$ cat src/rtl/hazard_ctrl_pkg.sv
// hazard_ctrl_pkg
// Purpose: shared definitions for the pipeline hazard controller. It holds
//          the MD (multiply/divide) sequencer state encoding and the default
//          busy-cycle counts for mult/multu and div/divu.
// Ports:   none (package).
package hazard_ctrl_pkg;

  typedef enum logic [1:0] {
    MD_IDLE = 2'd0,
    MD_BUSY = 2'd1,
    MD_DONE = 2'd2
  } md_state_t;

  localparam int MULT_CYCLES_DEF = 5;
  localparam int DIV_CYCLES_DEF  = 10;  // must fit the 4-bit MD counter (<= 15)

  localparam int MD_CNT_W = 4;

  // Busy-cycle count for an MD launch, truncated to the counter width.
  function automatic logic [MD_CNT_W-1:0] md_load_value(input logic is_div,
                                                        input int   mult_cycles,
                                                        input int   div_cycles);
    return is_div ? MD_CNT_W'(div_cycles) : MD_CNT_W'(mult_cycles);
  endfunction

endpackage

$ cat src/rtl/hazard_ctrl_md_sequencer.sv
// md_sequencer
// Purpose: tracks the latency of the multi-cycle multiply/divide unit.
//          A launch moves IDLE/DONE -> BUSY and loads a down-counter with
//          the operation latency. BUSY lasts exactly that many cycles, then
//          DONE is held for one cycle to mark the result valid.
// Ports:
//   clk      in   clock, rising edge
//   reset    in   asynchronous active-low reset; aborts any operation
//   start    in   E-stage instruction launches mult/div this cycle
//   is_div   in   qualifies start: 1 = div, 0 = mult
//   md_busy  out  MD unit computing (state BUSY)
//   md_done  out  one-cycle result-valid pulse (state DONE)
module md_sequencer
  import hazard_ctrl_pkg::*;
#(
  parameter int MULT_CYCLES = MULT_CYCLES_DEF,
  parameter int DIV_CYCLES  = DIV_CYCLES_DEF
) (
  input  logic clk,
  input  logic reset,
  input  logic start,
  input  logic is_div,
  output logic md_busy,
  output logic md_done
);

  md_state_t             state_reg, state_next;
  logic [MD_CNT_W-1:0]   cnt_reg, cnt_next;

  always_ff @(posedge clk or negedge reset) begin
    if (!reset) begin
      state_reg <= MD_IDLE;
      cnt_reg   <= '0;
    end else begin
      state_reg <= state_next;
      cnt_reg   <= cnt_next;
    end
  end

  always_comb begin
    state_next = state_reg;
    cnt_next   = cnt_reg;
    case (state_reg)
      // DONE accepts a new launch directly so back-to-back ops lose no cycle.
      MD_IDLE, MD_DONE: begin
        if (start) begin
          state_next = MD_BUSY;
          cnt_next   = md_load_value(is_div, MULT_CYCLES, DIV_CYCLES);
        end else begin
          state_next = MD_IDLE;
        end
      end
      // A launch while busy is dropped; the pipeline should never issue one.
      MD_BUSY: begin
        cnt_next = cnt_reg - MD_CNT_W'(1);
        if (cnt_reg == MD_CNT_W'(1)) begin
          state_next = MD_DONE;
        end
      end
      default: begin
        state_next = MD_IDLE;
        cnt_next   = '0;
      end
    endcase
  end

  // Decoded from state so reset clears both outputs without waiting for clk.
  assign md_busy = (state_reg == MD_BUSY);
  assign md_done = (state_reg == MD_DONE);

  md_start_while_busy : assert property (
    @(posedge clk) disable iff (!reset) !(start && state_reg == MD_BUSY)
  ) else $error("md_sequencer: MD launch while unit busy is ignored");

endmodule

$ cat src/rtl/hazard_ctrl.sv
// hazard_ctrl
// Purpose: stall/flush/freeze control for a 5-stage pipeline using
//          Tuse/Tnew hazard detection, plus MD-unit interlocking.
// Ports:
//   clk                    in   clock, rising edge
//   reset                  in   asynchronous active-low reset
//   d_rs_addr, d_rt_addr   in   D-stage source registers
//   d_tuse_rs, d_tuse_rt   in   cycles until D-stage needs rs/rt
//   d_is_md                in   D-stage instruction uses the MD unit
//   e_reg_addr, m_reg_addr in   E/M destination register (0 = none)
//   e_tnew, m_tnew         in   cycles until E/M result is ready
//   e_md_start             in   E-stage launches mult/div this cycle
//   e_md_div               in   qualifies e_md_start: 1 = div, 0 = mult
//   mem_wait               in   data memory not ready: freeze everything
//   pc_en, fd_en, de_en,
//   em_en, mw_en           out  PC and pipeline register enables
//   de_flush               out  insert a bubble into ID/EX
//   md_busy, md_done       out  MD unit status
module hazard_ctrl
  import hazard_ctrl_pkg::*;
#(
  parameter int MULT_CYCLES = MULT_CYCLES_DEF,
  parameter int DIV_CYCLES  = DIV_CYCLES_DEF
) (
  input  logic       clk,
  input  logic       reset,
  input  logic [4:0] d_rs_addr,
  input  logic [4:0] d_rt_addr,
  input  logic [1:0] d_tuse_rs,
  input  logic [1:0] d_tuse_rt,
  input  logic       d_is_md,
  input  logic [4:0] e_reg_addr,
  input  logic [4:0] m_reg_addr,
  input  logic [1:0] e_tnew,
  input  logic [1:0] m_tnew,
  input  logic       e_md_start,
  input  logic       e_md_div,
  input  logic       mem_wait,
  output logic       pc_en,
  output logic       fd_en,
  output logic       de_en,
  output logic       em_en,
  output logic       mw_en,
  output logic       de_flush,
  output logic       md_busy,
  output logic       md_done
);

  // Producer stages: index 0 = E, index 1 = M.
  logic [4:0] prod_addr [2];
  logic [1:0] prod_tnew [2];
  logic [1:0] prod_hit;
  logic       stall_data;
  logic       stall_md;
  logic       stall;

  assign prod_addr[0] = e_reg_addr;
  assign prod_addr[1] = m_reg_addr;
  assign prod_tnew[0] = e_tnew;
  assign prod_tnew[1] = m_tnew;

  // A consumer must wait when it needs the value sooner than the producer
  // can supply it. $0 is hard-wired, so it never creates a dependency.
  genvar gi;
  generate
    for (gi = 0; gi < 2; gi++) begin : g_prod
      assign prod_hit[gi] = (prod_addr[gi] != 5'd0) &&
                            (((prod_addr[gi] == d_rs_addr) && (d_tuse_rs < prod_tnew[gi])) ||
                             ((prod_addr[gi] == d_rt_addr) && (d_tuse_rt < prod_tnew[gi])));
    end
  endgenerate

  assign stall_data = |prod_hit;
  // An MD instruction in D must wait for the unit, including one being
  // launched from E this very cycle.
  assign stall_md   = d_is_md && (md_busy || e_md_start);
  assign stall      = stall_data || stall_md;

  always_comb begin
    pc_en    = 1'b1;
    fd_en    = 1'b1;
    de_en    = 1'b1;
    em_en    = 1'b1;
    mw_en    = 1'b1;
    de_flush = 1'b0;
    if (mem_wait) begin
      // Memory freeze overrides any stall: nothing moves, nothing is flushed.
      pc_en = 1'b0;
      fd_en = 1'b0;
      de_en = 1'b0;
      em_en = 1'b0;
      mw_en = 1'b0;
    end else if (stall) begin
      // Hold PC and IF/ID; later stages drain while a bubble enters EX.
      pc_en    = 1'b0;
      fd_en    = 1'b0;
      de_flush = 1'b1;
    end
  end

  // The MD unit keeps computing through memory freezes.
  md_sequencer #(
    .MULT_CYCLES(MULT_CYCLES),
    .DIV_CYCLES (DIV_CYCLES)
  ) u_md_sequencer (
    .clk    (clk),
    .reset  (reset),
    .start  (e_md_start),
    .is_div (e_md_div),
    .md_busy(md_busy),
    .md_done(md_done)
  );

endmodule

$ cat config.mk
export PLATFORM = sky130hd
export DESIGN_NAME = hazard_ctrl
export DESIGN_NICKNAME = d
export VERILOG_FILES = /design/src/rtl/hazard_ctrl_pkg.sv /design/src/rtl/hazard_ctrl_md_sequencer.sv /design/src/rtl/hazard_ctrl.sv
export SDC_FILE = /design/constraint.sdc
export NUM_CORES = 1
export LEC_CHECK = 0
export CORE_UTILIZATION = 37
export DETAILED_ROUTE_END_ITERATION = 10
export PLACE_DENSITY = 0.86
export SETUP_SLACK_MARGIN = 0.1
export SYNTH_ARGS = -nofsm -noshare
export SYNTH_HDL_FRONTEND = slang
export SYNTH_SLANG_ARGS = --single-unit
$ cat constraint.sdc
create_clock -name clk -period 2.7 [get_ports clk]
set_clock_uncertainty 0.2 [all_clocks]
set_input_delay 0.54 -clock clk [delete_from_list [all_inputs] [get_ports clk]]
set_output_delay 0.54 -clock clk [all_outputs]
set_load 0.02 [all_outputs]
==> qor.txt <==
WS Path Type -> input port to output port
Mapped Cells -> 84
minimum clock period -> 2.69 ns
crit-path cells -> clkdlybuf4s15_1 > xor2_2 > a2111oi_4 > nand4_1 > a21oi_2 > buf_4 > nor4_4 > buf_4
post-route cell area -> 0.00140 mm2
Post-DP Area -> 0.00129 mm2
# diodes -> 0
drt initial violations -> 6
FF-to-FF path depth -> 4
largest cells by area after synthesis -> dfrtp_1 (21%), xor2_1 (17%), ha_1 (10%)
vias in the first global route -> 957
commonest cells after routing, fill and taps aside -> buf_4 (22), clkdlybuf4s50_1 (11), xor2_1 (10), dlygate4sd2_1 (10), buf_2 (9)
Mapped Avg Cell Area -> 8.52 um2
CP max FO -> 2
Core Region -> 0.00176 mm2
CTS buffer count -> 3
Final period util -> 0.996
Final #Nets -> 188
HP Class -> input port to asynchronous set/reset pin
Slew Limit Fails -> 0
Final Wtd Congestion -> 0.800
CP max stage delay -> 0.26 ns
clock sink count -> 6
Req. time, crit path -> 1.96 ns
Peak Freq -> 372 MHz
Hold WS -> 0.338 ns
Synth Area in Simple Gates -> 0.171
share of cells above drive strength 1 -> 0.390
H-tree depth -> 1
Pwr Density -> 478 mW/mm2
num ports -> 42
CP top delay family -> buffers and inverters
RSZ-0062 raised after global routing -> true
CP Launch Type -> input port
number of synthesized register bits -> 6
post-synth top area share -> 0.210
Die X -> 46.0 um
area of the multi-input gates -> 637 um2
root buf cell -> clkbuf_4
R2R setup slack -> 1.23 ns
Synth Area in XOR/XNOR -> 0.257
Yosys top cell by area -> dfrtp_1
outcome -> complete, no violations
All-Layer GR Usage -> 0.267
Synth Area in Compound Gates -> 0.184
Largest register FFs -> 4
final setup fails -> 0
CTS max path bufs -> 2
Pre-Repair DR Iteration Count -> 4
remaining routing DRC violations -> 0
clk_lat worst skew -> 0.25 ns
TritonCTS clock tree -> yes
Seq/Total Area, Yosys -> 0.210
Final HPWL DP -> 1900 um
Via density -> 5.15
CP most frequent cell -> buf_4
Final Hold Viols -> 0
first-pass GRT wire length -> 3870 um
commonest non-fill, non-tap cell in the layout -> buf_4
vias after detailed routing -> 880
register area -> 150 um2
post-synthesis mux area share -> 0
WP data arrival -> 1.95 ns
area grow syn2layout -> 95.3%
Worst R2R End -> u_md_sequencer.cnt_reg[3]
initial antenna violation count -> 0
Max Cap Viol -> 0
Slew headroom -> 0.806
largest net degree at the start of global routing -> 9
Netlist cell types -> 24
reg-to-reg startpoint -> u_md_sequencer.state_reg[0]
crit path from -> d_rs_addr[2]
post-route ant nets -> 0
Starting Density -> 0.406
routed wire length -> 2520 um
CP endpoint -> pc_en
largest family of logic cells by synthesized area -> XOR/XNOR gates
Worst-Margin Slew -> 0.290 ns
setup TNS -> 0 ns
Crit. path cell count -> 8
Die Area -> 0.00211 mm2
Post-Syn Area -> 716 um2
CP endpoint kind -> output port
global route overflow -> 0
Cell Rows -> 15
wire per inst -> 14.7 um
Die Height -> 46.0 um
Synth warnings -> 0
PortBufs -> 41
CP bufs+invs -> 3
Worst path slowest cell -> clkdlybuf4s15_1
Max rail drop VDD -> 0.213 mV
Synth Area in Adders -> 0.105
Leak -> 0.623 nW
Reg clk slew, reported paths -> 0.05 ns
# fillers -> 118
Mapped Nets -> 124
## layer usage
layer  vias up  global-route usage  wire length [um]
li1        417                   -                 -
met1       417               0.253               915
met2        38               0.527              1380
met3         8              0.0556               137
met4         0               0.129                84
met5         -                   0                 0
## cell type report
| type | instances | area share |
|---|---|---|
| Clock buffer | 3 | 0.0161 |
| Inverter | 8 | 0.0269 |
| Multi-Input combinational cell | 67 | 0.456 |
| Sequential cell | 6 | 0.107 |
| Tap cell | 25 | 0.0224 |
| Timing Repair Buffer | 62 | 0.372 |
## report_power, final
part           switching (mW)  internal [mW]
logic                   0.192          0.210
registers              0.0474          0.134
clock network          0.0343         0.0504
## worst min-delay path by stage
stage	slack, ns	cells after the start	from	to
after floorplan	0.04	0	reset	u_md_sequencer.cnt_reg[0]
after global placement	0.34	1	u_md_sequencer.cnt_reg[0]	u_md_sequencer.cnt_reg[0]
after detailed placement	0.35	1	u_md_sequencer.cnt_reg[0]	u_md_sequencer.cnt_reg[0]
after CTS	0.34	1	reset	u_md_sequencer.cnt_reg[2]
after global routing	0.36	1	reset	u_md_sequencer.cnt_reg[0]
final	0.34	1	reset	u_md_sequencer.cnt_reg[0]
## synthesized netlist by cell type
library cell	number
inv_1	8
dfrtp_1	6
o21ai_0	2
nand3_1	2
nor2b_1	1
xnor2_1	7
nor3_1	1
nor4_1	3
nor2_1	5
o22ai_1	5
buf_4	3
nand2b_1	3
nand4_1	2
a21oi_1	5
nand2_1	1
o221a_2	1
a21boi_0	2
or4_1	2
ha_1	6
nor3b_1	1
a2111oi_2	2
o31a_1	1
and2_1	1
xor2_1	14
## cell families (layout without fill, tap and decap cells)
logic type	after synthesis	count (layout)
buf+inv	11	73
fa+ha+maj	6	6
compound gates	18	18
flops	6	6
simple gates	22	22
xor+xnor	21	21
## per-stage QoR
| step | std cells | utilization | power [mW] | worst slack [ns] |
|---|---|---|---|---|
| 2_1_floorplan | 84 | - | 0.379 | 0.117 |
| 3_3_place_gp | 166 | 0.733 | 0.540 | -0.773 |
| 3_5_place_dp | 166 | 0.733 | 0.560 | -0.874 |
| 4_1_cts | 171 | 0.789 | 0.661 | 0.0486 |
| 5_1_grt | 171 | 0.792 | 0.712 | -0.0400 |
| 6_report | 171 | 0.792 | 0.668 | 0.0114 |
## what timing repair did
item,4_1_cts,5_1_grt
pin swaps,19,2
setup buffers,2,0
endpoints found under the hold margin,0,0
hold buffers,0,0
setup endpoints to repair,3,3
gates resized for setup,106,1
gates cloned,0,0
Note: power is estimated with default switching activity, not from simulation.
